File: src/rtl/custom_op_sequencer.sv
// Two-port sequencer that shares one combinational custom-ops unit.
// Requests are arbitrated, executed for one cycle, then returned over a valid/ready response.
module custom_op_sequencer #(
  parameter int RR_EN = 1
) (
  input  logic       clk,
  input  logic       rst_n,
  input  logic       req0_valid,
  output logic       req0_ready,
  input  logic [3:0] req0_a,
  input  logic [3:0] req0_b,
  input  logic [1:0] req0_sel,
  input  logic       req1_valid,
  output logic       req1_ready,
  input  logic [3:0] req1_a,
  input  logic [3:0] req1_b,
  input  logic [1:0] req1_sel,
  output logic [3:0] alu_a,
  output logic [3:0] alu_b,
  output logic [1:0] alu_sel,
  input  logic [7:0] alu_result,
  output logic       rsp_valid,
  input  logic       rsp_ready,
  output logic       rsp_id,
  output logic [7:0] rsp_result,
  output logic       busy
);

  typedef enum logic [1:0] {
    IDLE = 2'd0,
    EXEC = 2'd1,
    RESP = 2'd2
  } state_t;

  state_t     state_q, state_d;
  logic       last_grant_q, last_grant_d;
  logic [3:0] op_a_q, op_a_d;
  logic [3:0] op_b_q, op_b_d;
  logic [1:0] op_sel_q, op_sel_d;
  logic       op_id_q, op_id_d;
  logic [7:0] rsp_result_q, rsp_result_d;
  logic       rsp_id_q, rsp_id_d;

  logic grant;
  logic idle;
  logic accept;

  // Under contention the port not served last wins; otherwise the lone valid port wins.
  always_comb begin
    grant = req1_valid;
    if (req0_valid && req1_valid) begin
      grant = (RR_EN != 0) ? ~last_grant_q : 1'b0;
    end
  end

  assign idle       = (state_q == IDLE);
  assign accept     = idle && (req0_valid || req1_valid);
  assign req0_ready = idle && req0_valid && !grant;
  assign req1_ready = idle && req1_valid && grant;

  always_comb begin
    state_d      = state_q;
    last_grant_d = last_grant_q;
    op_a_d       = op_a_q;
    op_b_d       = op_b_q;
    op_sel_d     = op_sel_q;
    op_id_d      = op_id_q;
    rsp_result_d = rsp_result_q;
    rsp_id_d     = rsp_id_q;
    case (state_q)
      IDLE: begin
        if (accept) begin
          op_a_d       = grant ? req1_a : req0_a;
          op_b_d       = grant ? req1_b : req0_b;
          op_sel_d     = grant ? req1_sel : req0_sel;
          op_id_d      = grant;
          last_grant_d = grant;
          state_d      = EXEC;
        end
      end
      EXEC: begin
        rsp_result_d = alu_result;
        rsp_id_d     = op_id_q;
        state_d      = RESP;
      end
      RESP: begin
        if (rsp_ready) begin
          state_d = IDLE;
        end
      end
      default: state_d = IDLE;
    endcase
  end

  always_ff @(posedge clk or negedge rst_n) begin
    if (!rst_n) begin
      state_q      <= IDLE;
      last_grant_q <= 1'b1;
      op_a_q       <= 4'd0;
      op_b_q       <= 4'd0;
      op_sel_q     <= 2'd0;
      op_id_q      <= 1'b0;
      rsp_result_q <= 8'h00;
      rsp_id_q     <= 1'b0;
    end else begin
      state_q      <= state_d;
      last_grant_q <= last_grant_d;
      op_a_q       <= op_a_d;
      op_b_q       <= op_b_d;
      op_sel_q     <= op_sel_d;
      op_id_q      <= op_id_d;
      rsp_result_q <= rsp_result_d;
      rsp_id_q     <= rsp_id_d;
    end
  end

  // The custom unit sees the op registers at all times, not only during EXEC.
  assign alu_a      = op_a_q;
  assign alu_b      = op_b_q;
  assign alu_sel    = op_sel_q;
  assign rsp_valid  = (state_q == RESP);
  assign rsp_id     = rsp_id_q;
  assign rsp_result = rsp_result_q;
  assign busy       = !idle;

endmodule

File: config.mk
export PLATFORM = sky130hd
export DESIGN_NAME = custom_op_sequencer
export DESIGN_NICKNAME = d
export VERILOG_FILES = /design/src/rtl/custom_op_sequencer.sv
export SDC_FILE = /design/constraint.sdc
export NUM_CORES = 1
export LEC_CHECK = 0
export CORE_MARGIN = 2
export CORE_UTILIZATION = 40
export CTS_BUF_LIST = sky130_fd_sc_hd__clkbuf_4
export CTS_CLUSTER_SIZE = 10
export DETAILED_ROUTE_END_ITERATION = 10
export HOLD_SLACK_MARGIN = 0.12
export MAX_ROUTING_LAYER = met4
export PLACE_DENSITY = 0.82
export SYNTH_ARGS = -nofsm -noshare
export SYNTH_HDL_FRONTEND = slang
export SYNTH_SLANG_ARGS = --single-unit
File: constraint.sdc
create_clock -name clk -period 2 [get_ports clk]
set_input_delay 0.4 -clock clk [delete_from_list [all_inputs] [get_ports clk]]
set_output_delay 0.4 -clock clk [all_outputs]
set_load 0.01 [all_outputs]
Word level (Yosys, flattened, before mapping)
Index checks and enable logic that the tools add are counted.
- bits in registers: 23
- input bits: 33
- output and inout port bits: 23
- logic and storage cells: 32
- eq/ne operators: 4
- muxes and demuxes: 7
- bitwise logic cells: 1
- reductions and logical operators: 12
- operators by type and width (kind ; count):
    two-way mux 4 bit ; 2
    logical AND 1 bit ; 6
    two-way mux 2 bit ; 3
    case mux 2 bit (3 select lines) ; 1
    inequality test 2 x 1 -> 1 bit (second input constant) ; 2
    AND reduction 2 bit ; 2
    equality test 2 x 1 -> 1 bit (second input constant) ; 1
    equality test 2 bit (second input constant) ; 1
    logical NOT 1 bit ; 2
    logical NOT 2 bit ; 1
    logical OR 1 bit ; 1
    two-way mux 1 bit ; 1
    NOT 1 bit ; 1

Longest topological paths before layout
- word-level depth: 4
- depth in mapped cells: 4
- depth with buffers taken out: 3

Worst setup path before layout
OpenSTA, ideal clock, no wires.
- kind: in2out
- start: in req1_valid
- end: out req1_ready
- arrival time: 1.078 ns
- data required time: 1.600 ns
- slack: 0.522 ns
- stages on the path: 3
- path buffers: 1
- path through: a21bo_4 > buf_6 > nor3_1
- longest elaborated chain between the ends: 3
- elaborated cells on any way between the ends: 4
- those cells by class: mux: 1; reduce/logical: 3
- RTL lines (element ; line ; source):
    start: declaration ; 13 ; input logic req1_valid,
    logical AND 1 bit ; 51 ; if (req0_valid && req1_valid) begin
    two-way mux 1 bit ; 51 ;
    logical AND 1 bit * ; 59 ; assign req1_ready = idle && req1_valid && grant;
    end: declaration ; 14 ; output logic req1_ready,
Mark *: on every way between the ends. The rest lies on a longest branch, timed or not.

Worst setup path after layout
- start: in req0_valid
- end: out req0_ready
- longest elaborated chain between the ends: 4
- elaborated cells on any way between the ends: 5
- those cells by class: mux: 1; reduce/logical: 4
- RTL lines (element ; line ; source):
    start: declaration ; 8 ; input logic req0_valid,
    logical AND 1 bit ; 51 ;
    two-way mux 1 bit ; 51 ;
    logical NOT 1 bit ; 58 ; assign req0_ready = idle && req0_valid && !grant;
    logical AND 1 bit * ; 58 ;
    end: declaration ; 9 ; output logic req0_ready,
Marks and branches as above.

==> impl_results.md <==
- Outcome: finished clean
- Worst Path Required: 1.60 ns
- Worst reg2reg path depth: 4
- Drt wl/cell: 13.86 um
- Worst Tran Pin Value: 0.4530 ns
- Die width: 55.20 um
- Ys Warns: 0
- Via density: 4.770
- Hold slack: 0.4359 ns
- Clock transition at path regs: about 0.12 ns
- Fin. Hold Viols: 0
- Final Max Tran Viols: 0
- Fin util: 68.08%
- Drt total wl: ~2.2 mm
- Die ar.: 3047 sq um
- Io pins: 56
- Fin crit period: between 1.5 and 2 ns
- Initial DRC count: 6
- RSZ-0062 raised after global routing: no
- Clock latency on the worst-skew pair: 0.30 ns
- Cells after synthesis: 70
- Register area share after synthesis: between 50% and 60%
- Clock Skew: just over 0.005 ns
- Setup violators final: 0
- Post-route ant nets: 0
- Ratio of cells with drive above 1 in the final layout: 32.82%
- Vias in the first global route: 840
- CTS Buf Count: 3
- Leakage: roughly 0.75 nW
- Share of the synthesized area in the top cell type: a little over half
- Setup ws final: between 0.06 and 0.07 ns
- Hold Crit Class: in -> async
- Power Dens Cells: 1351 nW/um^2
- Post-synthesis instance area: 1049 sq um
- Vias post-DR: 768
- Startpoint types: input port
- Arr. time, crit path: between 1.5 and 2 ns
- Post-CTS Setup Bufs: 0
- Synth-to-Final Area Change: 60.86%
- # DRC: 0
- Placed insts: 157
- CP Max Fanout: 3
- Starting Density: 42.32%
- Largest net degree at the start of global routing: 24
- Drt pass-1 iters: 3
- Setup CP Type: in -> out
- All-Layer GR Usage: 16.96%
- CTS H-tree depth: 1
- Root buffer cell: clkbuf_4
- Commonest non-fill, non-tap cell in the layout: clkdlybuf4s50_1
- Slew headroom: 69.80%
- Cts hold-fix bufs: 0
- TritonCTS clock tree: yes
- Synth Net Count: around 100
- Initial antenna violation count: 0
- Pre-CTS WS: -0.3373 ns
- Nets: 165
- Num Clock Sinks: 23
- Number of synthesized register bits: 23
- Die height: 55.20 um
- Peak supply drop: 0.0008486 V
- Final GP Congestion: 0.7852
- MaxCap Viol Count: 0
- Commonest non-fill, non-tap cells in the layout: 52 x clkdlybuf4s50_1, 22 x dfrtp_1, 21 x mux2_2, 8 x mux2_4, 5 x buf_4
- DP HPWL: 1.777 mm
- Longest Clk Path Bufs: 2
- Critical Path Sink Type: output pin
- Yosys cell types: 17
- Ant. Diodes: 0
- Final period util: 96.51%
- Maximum clock frequency: roughly 0.52 GHz
- Total grt overflow: 0
- Avg Inst Size Synth: 14.98 sq um
- Core area: 2477 sq um
- Post-CTS resize count: 6
- Rows: 18
- Port buffer count: 55
- Non-Filler Instances: 161
- Top area cells in the synthesized netlist: dfrtp_1 53%, mux2_2 23%, mux2_4 11%, dfstp_2 2.5%, a21bo_4 1.6%
- First-pass GRT wire length: 3.891 mm
- Cell taking the most area after synthesis: dfrtp_1
power breakdown:
group	total [mW]	internal [mW]	leakage, nW	switching, mW
registers	0.842	0.712	0.270	0.131
clock network	0.220	0.0913	0.0184	0.128
logic	1.22	0.782	0.457	0.434
total	2.28	1.59	0.745	0.693
cell type report:
| cell class | count | area [sq um] |
|---|---|---|
| fill | 187 | 790.8 |
| timing repair buffer | 60 | 586.8 |
| sequential | 23 | 576.8 |
| multi-input combinational | 41 | 444.2 |
| tap | 30 | 37.54 |
| clock buffer | 4 | 30.03 |
| inverter | 3 | 11.26 |
synth_stat cells:
master,instances
a21bo_4,1
a21boi_0,1
a21o_1,1
and3_1,1
buf_2,2
buf_6,1
dfrtp_1,22
dfstp_2,1
inv_1,3
mux2_2,21
mux2_4,8
nand2_1,1
nand2b_1,2
nor2_2,1
nor3_1,1
o21ai_0,2
o21bai_1,1
kinds of logic (layout without fill, tap and decap cells):
logic type	Yosys count	in the layout	synth area share, %
flip-flops	23	23	55.01
multiplexers	29	29	34.01
AO/OA/AOI/OAI	6	6	4.655
buffers and inverters	6	67	3.103
AND/OR/NAND/NOR	6	6	3.222
registers in the layout, indices dropped and copies added, names as in the netlist:
name	count
rsp_result	8
alu_a	4
alu_b	4
alu_sel	2
state_q	2
last_grant_q	1
op_id_q	1
rsp_id	1
final timing paths:
kind                           endpoint          from  slack (ns)
setup / recovery             req0_ready    req0_valid        0.07
hold / removal               alu_sel[0]         rst_n        0.44
setup reg to reg               alu_b[0]  last_grant_q        0.38
hold reg to reg                 op_id_q       op_id_q        0.50
max in group asynchronous  last_grant_q         rst_n        1.29
min in group clk           last_grant_q    req1_valid        0.47
per-layer routing:
metal	share of wire, %	GRT usage, %
met1	39	19.36
met2	52	27.38
met3	6.9	5.855
met4	1.9	6.620
met5	0	-
per-stage QoR:
step           cell area (sq um)  setup TNS [ns]  total power, mW
5_1_grt                     1687               0            2.436
6_report                    1687               0            2.278
3_5_place_dp                1653         -0.7628            2.087
4_1_cts                     1687               0            2.313
3_3_place_gp                1653         -0.5044            2.043
2_1_floorplan               1049               0            1.446
worst max-delay path, cell delays in order:
cell	delay [ns]
clkdlybuf4s50_1	0.44
a21bo_4	0.24
and3_1	0.18
dlygate4sd2_1	0.28
Note: power is estimated with default switching activity, not from simulation.
